File: config.mk
export PLATFORM = sky130hd
export DESIGN_NAME = dds_chirp_ctrl
export DESIGN_NICKNAME = d
export VERILOG_FILES = /design/src/rtl/dds_chirp_pkg.sv /design/src/rtl/dds_chirp_ctrl.sv
export SDC_FILE = /design/constraint.sdc
export NUM_CORES = 1
export LEC_CHECK = 0
export CORE_ASPECT_RATIO = 0.75
export CORE_MARGIN = 2
export CORE_UTILIZATION = 53
export DETAILED_ROUTE_END_ITERATION = 10
export GPL_ROUTABILITY_DRIVEN = 0
export PLACE_DENSITY = 0.81
export SYNTH_ARGS = -nofsm -noshare
export SYNTH_HDL_FRONTEND = slang
export SYNTH_SLANG_ARGS = --single-unit
File: constraint.sdc
create_clock -name clk_48 -period 6.2 [get_ports clk_48]
set_input_delay 1.86 -clock clk_48 [delete_from_list [all_inputs] [get_ports clk_48]]
set_output_delay 1.86 -clock clk_48 [all_outputs]
set_load 0.005 [all_outputs]
File: src/rtl/dds_chirp_pkg.sv
// dds_chirp_pkg: shared types for the DDS chirp control path.
//   - field widths of the chirp configuration
//   - dds_chirp_cfg_t: one complete chirp configuration (freq, delta_freq, delta_rate, len)
//   - dds_chirp_state_e: transmitter FSM states
package dds_chirp_pkg;

    localparam int unsigned FreqW      = 48;
    localparam int unsigned DeltaFreqW = 48;
    localparam int unsigned DeltaRateW = 32;
    localparam int unsigned LenW       = 32;

    typedef struct packed {
        logic [FreqW-1:0]      freq;
        logic [DeltaFreqW-1:0] delta_freq;
        logic [DeltaRateW-1:0] delta_rate;
        logic [LenW-1:0]       len;
    } dds_chirp_cfg_t;

    typedef enum logic [2:0] {
        StIdle,
        StSetup,
        StXferReq,
        StXferRel,
        StChirp,
        StGap
    } dds_chirp_state_e;

endpackage

File: src/rtl/dds_chirp_ctrl.sv
// dds_chirp_ctrl: control-side transmitter for the DDS chirp generator (clk_48 domain).
// Buffers one pending chirp configuration, ships it to the DDS domain with a 4-phase
// REQ/ACK bundled-data handshake, and generates one `start` gate per accepted trigger.
// The bundled data (DDS_*) only changes in IDLE, never during a chirp or handshake.
//
// Ports:
//   clk_48, rst_n           clock, asynchronous active-low reset
//   cfg_wr, cfg_*           one-cycle write of the pending configuration
//   trig                    one-cycle chirp request
//   REQ / ACK               handshake (ACK already synchronised into clk_48)
//   DDS_freq/_delta_freq/_delta_rate   bundled data to the DDS domain
//   start                   chirp gate, high for cfg len cycles
//   busy                    FSM not in IDLE
//   cfg_loaded              receiver holds a complete configuration
//   trig_drop               one-cycle pulse for every discarded trig
//   err_timeout             sticky handshake timeout flag
//
// Build option: define DDS_CHIRP_CTRL_TIMEOUT_EN to abandon a handshake whose REQ has been
// high for TIMEOUT_CYCLES cycles without ACK; otherwise XFER_REQ waits indefinitely.
module dds_chirp_ctrl
    import dds_chirp_pkg::*;
#(
    parameter int unsigned GAP_CYCLES     = 4,
    parameter int unsigned TIMEOUT_CYCLES = 1024
) (
    input  logic                  clk_48,
    input  logic                  rst_n,
    input  logic                  cfg_wr,
    input  logic [FreqW-1:0]      cfg_freq,
    input  logic [DeltaFreqW-1:0] cfg_delta_freq,
    input  logic [DeltaRateW-1:0] cfg_delta_rate,
    input  logic [LenW-1:0]       cfg_len,
    input  logic                  trig,
    output logic                  REQ,
    input  logic                  ACK,
    output logic [FreqW-1:0]      DDS_freq,
    output logic [DeltaFreqW-1:0] DDS_delta_freq,
    output logic [DeltaRateW-1:0] DDS_delta_rate,
    output logic                  start,
    output logic                  busy,
    output logic                  cfg_loaded,
    output logic                  trig_drop,
    output logic                  err_timeout
);

    localparam int unsigned GapW = $clog2(GAP_CYCLES + 1);

    dds_chirp_state_e state_q, state_d;
    dds_chirp_cfg_t   cfg_pend_q, cfg_act_q;
    logic             pend_q;
    logic             launch;
    logic             req_q, req_d;
    logic             start_q, start_d;
    logic             cfg_loaded_q, cfg_loaded_d;
    logic             trig_drop_q, trig_drop_d;
    logic [LenW-1:0]  len_cnt_q, len_cnt_d;
    logic [GapW-1:0]  gap_cnt_q, gap_cnt_d;
    logic             xfer_fail;

`ifdef DDS_CHIRP_CTRL_TIMEOUT_EN
    localparam int unsigned TmoW = $clog2(TIMEOUT_CYCLES + 1);
    logic [TmoW-1:0] tmo_cnt_q, tmo_cnt_d;
    logic            tmo_fail_q, tmo_fail_d;
    logic            err_q, err_d;
    assign xfer_fail   = tmo_fail_q;
    assign err_timeout = err_q;
`else
    assign xfer_fail   = 1'b0;
    assign err_timeout = 1'b0;
`endif

    always_comb begin
        state_d      = state_q;
        launch       = 1'b0;
        cfg_loaded_d = cfg_loaded_q;
        // Every trig is dropped unless IDLE actually starts a chirp with it.
        trig_drop_d  = trig;
        len_cnt_d    = len_cnt_q;
        gap_cnt_d    = gap_cnt_q;
`ifdef DDS_CHIRP_CTRL_TIMEOUT_EN
        tmo_cnt_d    = tmo_cnt_q;
        tmo_fail_d   = tmo_fail_q;
        err_d        = err_q;
`endif
        unique case (state_q)
            StIdle: begin
                // ACK must be low first so a handshake cut short by reset has fully closed.
                if (pend_q && !ACK) begin
                    launch       = 1'b1;
                    cfg_loaded_d = 1'b0;
                    state_d      = StSetup;
                end else if (trig && cfg_loaded_q && (cfg_act_q.len != '0)) begin
                    trig_drop_d = 1'b0;
                    len_cnt_d   = cfg_act_q.len - LenW'(1);
                    state_d     = StChirp;
                end
            end
            StSetup: begin
`ifdef DDS_CHIRP_CTRL_TIMEOUT_EN
                tmo_cnt_d  = '0;
                tmo_fail_d = 1'b0;
`endif
                state_d = StXferReq;
            end
            StXferReq: begin
                if (ACK) begin
                    state_d = StXferRel;
`ifdef DDS_CHIRP_CTRL_TIMEOUT_EN
                end else if (tmo_cnt_q == TmoW'(TIMEOUT_CYCLES - 1)) begin
                    tmo_fail_d = 1'b1;
                    err_d      = 1'b1;
                    state_d    = StXferRel;
                end else begin
                    tmo_cnt_d = tmo_cnt_q + TmoW'(1);
`endif
                end
            end
            StXferRel: begin
                if (!ACK) begin
                    cfg_loaded_d = !xfer_fail;
                    state_d      = StIdle;
                end
            end
            StChirp: begin
                if (len_cnt_q == '0) begin
                    gap_cnt_d = GapW'(GAP_CYCLES - 1);
                    state_d   = StGap;
                end else begin
                    len_cnt_d = len_cnt_q - LenW'(1);
                end
            end
            StGap: begin
                if (gap_cnt_q == '0) begin
                    state_d = StIdle;
                end else begin
                    gap_cnt_d = gap_cnt_q - GapW'(1);
                end
            end
            default: state_d = StIdle;
        endcase
        // REQ and start are registered decodes of the next state: glitch-free across the CDC.
        req_d   = (state_d == StXferReq);
        start_d = (state_d == StChirp);
    end

    always_ff @(posedge clk_48 or negedge rst_n) begin
        if (!rst_n) begin
            state_q      <= StIdle;
            cfg_pend_q   <= '0;
            cfg_act_q    <= '0;
            pend_q       <= 1'b0;
            req_q        <= 1'b0;
            start_q      <= 1'b0;
            cfg_loaded_q <= 1'b0;
            trig_drop_q  <= 1'b0;
            len_cnt_q    <= '0;
            gap_cnt_q    <= '0;
        end else begin
            state_q      <= state_d;
            req_q        <= req_d;
            start_q      <= start_d;
            cfg_loaded_q <= cfg_loaded_d;
            trig_drop_q  <= trig_drop_d;
            len_cnt_q    <= len_cnt_d;
            gap_cnt_q    <= gap_cnt_d;
            // A write in the launch cycle re-arms pend with the newer value.
            if (cfg_wr) begin
                cfg_pend_q <= '{freq: cfg_freq, delta_freq: cfg_delta_freq,
                                delta_rate: cfg_delta_rate, len: cfg_len};
                pend_q     <= 1'b1;
            end else if (launch) begin
                pend_q <= 1'b0;
            end
            if (launch) begin
                cfg_act_q <= cfg_pend_q;
            end
        end
    end

`ifdef DDS_CHIRP_CTRL_TIMEOUT_EN
    always_ff @(posedge clk_48 or negedge rst_n) begin
        if (!rst_n) begin
            tmo_cnt_q  <= '0;
            tmo_fail_q <= 1'b0;
            err_q      <= 1'b0;
        end else begin
            tmo_cnt_q  <= tmo_cnt_d;
            tmo_fail_q <= tmo_fail_d;
            err_q      <= err_d;
        end
    end
`endif

    assign REQ            = req_q;
    assign start          = start_q;
    assign busy           = (state_q != StIdle);
    assign cfg_loaded     = cfg_loaded_q;
    assign trig_drop      = trig_drop_q;
    assign DDS_freq       = cfg_act_q.freq;
    assign DDS_delta_freq = cfg_act_q.delta_freq;
    assign DDS_delta_rate = cfg_act_q.delta_rate;

endmodule

=== Word-level counts from Yosys, hierarchy flattened ===
Cells that the tools add are included.

* Bits in latches: 0
* Memories kept: 0
* RAM bits: 0
* Bits in registers: 363
* Input port bits: 165
* Memory bits (read-only): 0
* Output and inout port bits: 134
* Logic and storage cells: 73

* Divide/modulo/power cells: 0
* Reduce and logical (&&, ||, !) cells: 16
* $lt $le $gt $ge: 0
* Equality and inequality tests: 14
* Muxes and demuxes: 24
* Shift-type cells: 0
* Multiply operators: 0
* Bitwise logic cells: 0
* Add/sub/neg operators: 3

{| class="wikitable"
|+ Operators by type and width
! cell !! count
|-
| 32-bit two-way mux || 3
|-
| 32-bit one-hot mux with 2 select lines || 1
|-
| 32-bit by 1-bit subtractor with 32-bit output (second input constant) || 2
|-
| 32-bit zero test || 1
|-
| 32-bit nonzero test || 1
|-
| 3-bit two-way mux || 8
|-
| 3-bit one-hot mux with 6 select lines || 1
|-
| 2-bit != test (second input constant) || 7
|-
| 3-bit by 2-bit equality test with 1-bit output (second input constant) || 3
|-
| 3-bit equality test (second input constant) || 3
|-
| 1-bit two-way mux || 9
|-
| 2-bit nonzero test || 4
|-
| 3-bit zero test || 2
|-
| 3-bit one-hot mux with 2 select lines || 1
|-
| 3-bit AND reduction || 2
|-
| 4-bit AND reduction || 1
|-
| 3-bit by 1-bit equality test with 1-bit output (second input constant) || 1
|-
| 1-bit logical AND || 3
|-
| 3-bit nonzero test || 1
|-
| 3-bit by 1-bit subtractor with 3-bit output (second input constant) || 1
|-
| 1-bit one-hot mux with 2 select lines || 1
|-
| 1-bit zero test || 1
|}

=== Depth between registers and ports, before layout ===
* Depth after elaboration: 6
* Mapped depth: 15
* Gate-level depth less buffers: 10

=== Worst setup path after synthesis ===
No wires, ideal clock.

* Path type: reg2reg
* Start point: register state_q[0]
* End point: register len_cnt_q[24]
* Stages on the path, launching flop included: 16
* Library setup time: 0.120 ns
* Required time: 6.080 ns
* Data arrival time: 4.139 ns
* Clock period less this slack: 4.259 ns
* Setup slack: 1.941 ns
* Buffers on the path: 5
* Path through: dfrtp_1 > clkbuf_1 > nor3b_2 > buf_6 > clkbuf_8 > clkbuf_1 > clkbuf_1 > mux2i_1 > ha_1 > or4b_2 > nor3_1 > o22ai_1 > or2_2 > nor3b_1 > o211ai_1 > and3_1

* Longest elaborated chain between the ends: 3
* Elaborated cells between the ends (all ways): 8
* Classes of those cells: eq/ne: 4; mux: 1; reduce/logical: 3

{| class="wikitable"
|+ Ends and longest elaborated chain
! element !! RTL line !! RTL
|-
| start, declared || dds_chirp_ctrl.sv:48 || <nowiki>dds_chirp_state_e state_q, state_d;</nowiki>
|-
| start signal, assigned || dds_chirp_ctrl.sv:148 || <nowiki>state_q <= StIdle;</nowiki>
|-
| start signal, assigned || dds_chirp_ctrl.sv:159 || <nowiki>state_q <= state_d;</nowiki>
|-
| 3-bit equality test or 3-bit zero test (tied branches) || dds_chirp_ctrl.sv:85 || <nowiki>unique case (state_q)</nowiki>
|-
| 2-bit != test (no source line) or 2-bit nonzero test (tied branches) || n/a ||
|-
| 4-bit AND reduction (no source line) || n/a ||
|-
| end signal, assigned || dds_chirp_ctrl.sv:164 || <nowiki>len_cnt_q <= len_cnt_d;</nowiki>
|-
| end, declared || dds_chirp_ctrl.sv:56 || <nowiki>logic [LenW-1:0] len_cnt_q, len_cnt_d;</nowiki>
|}

Several ways; a longest one is shown, not always the timed one.
A chain may end at the register's enable or synchronous reset.

=== Final worst setup path ===
* Start point: register state_q[1]
* End point: register len_cnt_q[30]

The elaborated chain is that of the path after synthesis.

==> results.sh <==
export IMPL_seqCellArea_um2=9084
export IMPL_ir_drop_mv=0.2760
export IMPL_viasPerCell=5.522
export IMPL_max_slew_margin_pct=28.84
export IMPL_rows=55
export IMPL_die_h_um=155.4
export IMPL_synth_top_area_share_pct=56.07
export IMPL_hold_ws_ps=473.5
export IMPL_antenna_found_initial=5
export IMPL_final_core_util_pct=65.50
export IMPL_final_cells=1847
export IMPL_netlist_instances=1260
export IMPL_finalWirelength_mm=35.04
export IMPL_reg2reg_from="state_q[1]$_DFF_PN0_"
export IMPL_post_cts_setup_buffers=0
export IMPL_synthTopCellsByCount="dfrtp_1 (363), mux2_2 (323), buf_4 (129)"
export IMPL_cp_max_fo=42
export IMPL_arrival_ps=4570
export IMPL_path_clk_slew_ps=60
export IMPL_finalSetupViolCount=0
export IMPL_grt_pass1_vias=10620
export IMPL_fin_setup_tns_ps=0
export IMPL_end_kind="flop"
export IMPL_powerDensity_nw_per_um2=432.2
export IMPL_worstRegToRegCells=11
export IMPL_rsz0062_at_grt="false"
export IMPL_first_iter_violations=717
export IMPL_cts_hold_buf=0
export IMPL_synthesis_nets=1428
export IMPL_hold_violations=0
export IMPL_fmax_mhz=242.7
export IMPL_timing_critical_path_to="len_cnt_q[30]$_DFFE_PN0P_"
export IMPL_coreArea_um2=30140
export IMPL_syn_area_per_cell_um2=12.86
export IMPL_overflow=0
export IMPL_cts_sinks=363
export IMPL_synth_top_flop_cell="dfrtp_1"
export IMPL_synth_most_common_cell="dfrtp_1"
export IMPL_finClkSkew_ps=11.75
export IMPL_die_x_um=205.9
export IMPL_initial_core_util_pct=53.75
export IMPL_layout_area_overhead_vs_synth_pct=21.87
export IMPL_yosys_warnings=0
export IMPL_required_ps=6650
export IMPL_cts_tree="built"
export IMPL_layout_drive_gt1_share_pct=28.17
export IMPL_vias=10200
export IMPL_ys_seq_area_share_pct=56.07
export IMPL_grt_max_degree=163
export IMPL_die_area_um2=32000
export IMPL_fillers=2193
export IMPL_multiInputGateArea_um2=5802
export IMPL_critical_path_startpoint="state_q[1]$_DFF_PN0_"
export IMPL_cts_resized=0
export IMPL_clk_latency_ps=520
export IMPL_htreeDepth=2
export IMPL_status="finished clean"
export IMPL_first_pass_iters=7
export IMPL_ys_ff_latch=363
export IMPL_fin_nets=1586
export IMPL_drc=0
export IMPL_post_dp_hpwl_mm=23.14
export IMPL_drv_cap=0
export IMPL_leakagePower_uw=0.008176
export IMPL_totalPowerFinal_uw=8534
export IMPL_period_needed_ps=4120
export IMPL_dp_cells=1778
export IMPL_critical_path_class="flop to flop"
export IMPL_numCtsBuffers=37
export IMPL_io_buffers=297
export IMPL_finalMaxSlewViolations=0
export IMPL_synth_async_reset_ratio_pct=100.0
export IMPL_ios=299
export IMPL_synthTopCellsByArea="dfrtp_1 (56%), mux2_2 (22%), buf_4 (6.0%)"
export IMPL_grt_total_usage_pct=21.84
export IMPL_reg2reg_to="len_cnt_q[30]$_DFFE_PN0P_"
export IMPL_ant_nets=0
export IMPL_synth_largest_area_cell="dfrtp_1"
export IMPL_fin_crit_sh_pct=66.45
export IMPL_netlist_area_um2=16200
export IMPL_cts_buffer_depth=3
export IMPL_reg2reg_slack_ps=2080
export IMPL_root_buffer="clkbuf_16"
export IMPL_synth_cell_type_count=67
export IMPL_wire_per_inst_um=18.97
export IMPL_grt_pass1_wl_mm=55.54
export IMPL_worst_slew_pin_slew_ps=1067
export IMPL_start_kind="flop"
export IMPL_synth_edff_count=0
export IMPL_hp_class="flop to flop"
## cells in the final DEF (no fill, tap or decap), types with 5 or more instances in the layout
master           Yosys  final
dfrtp_1            363    363
mux2_2             323    323
clkdlybuf4s50_1      0    295
nor2_1              64     64
nand2_1             54     54
nor3_1              41     41
a21oi_1             39     39
clkbuf_16            0     39
o21ai_0             22     22
nor4_1              13     13
a211oi_1            13     13
nand3_1             12     12
mux2i_1             11     11
inv_1               11     11
clkbuf_1            45     11
nand4_1              8      8
nand2b_1             8      8
a2111oi_0            8      8
clkbuf_8             4      7
buf_4              129      7
clkinv_2             0      5
## registers in the layout, indices dropped and copies added (netlist names)
name and flops:
pend_q 1, cfg_act_q 32, gap_cnt_q 3, trig_drop 1, len_cnt_q 32, state_q 3, cfg_loaded 1, start 1
DDS_delta_freq 48, REQ 1, DDS_freq 48, DDS_delta_rate 32, cfg_pend_q 160
## cell families after synthesis
kind of cell | Yosys count | synth area share (%)
xor gates and xnor gates | 5 | 0.2704
other | 1 | 0.02315
muxes | 334 | 23.13
buffers and inverters | 200 | 8.171
AOI/OAI and AO/OA | 122 | 4.997
adders and majority gates | 3 | 0.2317
DFF | 363 | 56.07
and+or+nand+nor | 232 | 7.105
## worst max-delay path, stage by stage, from the launching register on
cell and delay, ps:
dfrtp_1 480, nor3b_4 230, buf_4 430, mux2i_1 330, ha_1 380, or4b_2 640, nor3_1 250, o22ai_1 260
nor3_1 450, nand2b_1 160, a211oi_1 260, a2bb2oi_1 160
## area by class of cell
cell class / instances / share of cell area [%]
multi-input combinational: 697 / 29.39
clock buffer: 57 / 5.640
sequential: 363 / 46.01
antenna: 3 / 0.03802
inverter: 12 / 0.2281
clock inverter: 9 / 0.5133
timing repair buffer: 307 / 15.66
tap: 399 / 2.529
## per-stage QoR
| stage | setup WS, ps | area, um^2 |
|---|---|---|
| floorplan | 1941 | 16200 |
| global route | 1815 | 19740 |
| global placement | 1966 | 18520 |
| detailed placement | 1792 | 18520 |
| finish | 2080 | 19740 |
| CTS | 2187 | 19740 |
## power by group
part	internal, uW	leakage, uW	switching [uW]	total [uW]
logic	1640	0.00323	995	2630
clock network	1320	0.000596	904	2230
registers	3110	0.00435	569	3670
## layer usage
layer	GRT usage, %	vias up	share of wire [%]
li1	-	4647	-
met2	34.17	363	47
met1	28.31	5113	42
met5	0	-	0.049
met4	7.823	2	2.9
met3	7.667	75	8.8
## how the worst min path moves through the flow
stage / startpoint / endpoint / cells past startpoint
2_1_floorplan: gap_cnt_q[0]$_DFFE_PN0P_ / gap_cnt_q[0]$_DFFE_PN0P_ / 1
3_3_place_gp: gap_cnt_q[0]$_DFFE_PN0P_ / gap_cnt_q[0]$_DFFE_PN0P_ / 1
3_5_place_dp: gap_cnt_q[0]$_DFFE_PN0P_ / gap_cnt_q[0]$_DFFE_PN0P_ / 1
4_1_cts: gap_cnt_q[0]$_DFFE_PN0P_ / gap_cnt_q[0]$_DFFE_PN0P_ / 1
5_1_grt: gap_cnt_q[0]$_DFFE_PN0P_ / gap_cnt_q[0]$_DFFE_PN0P_ / 1
6_report: gap_cnt_q[0]$_DFFE_PN0P_ / gap_cnt_q[0]$_DFFE_PN0P_ / 1
Note: power is estimated with default switching activity, not from simulation.
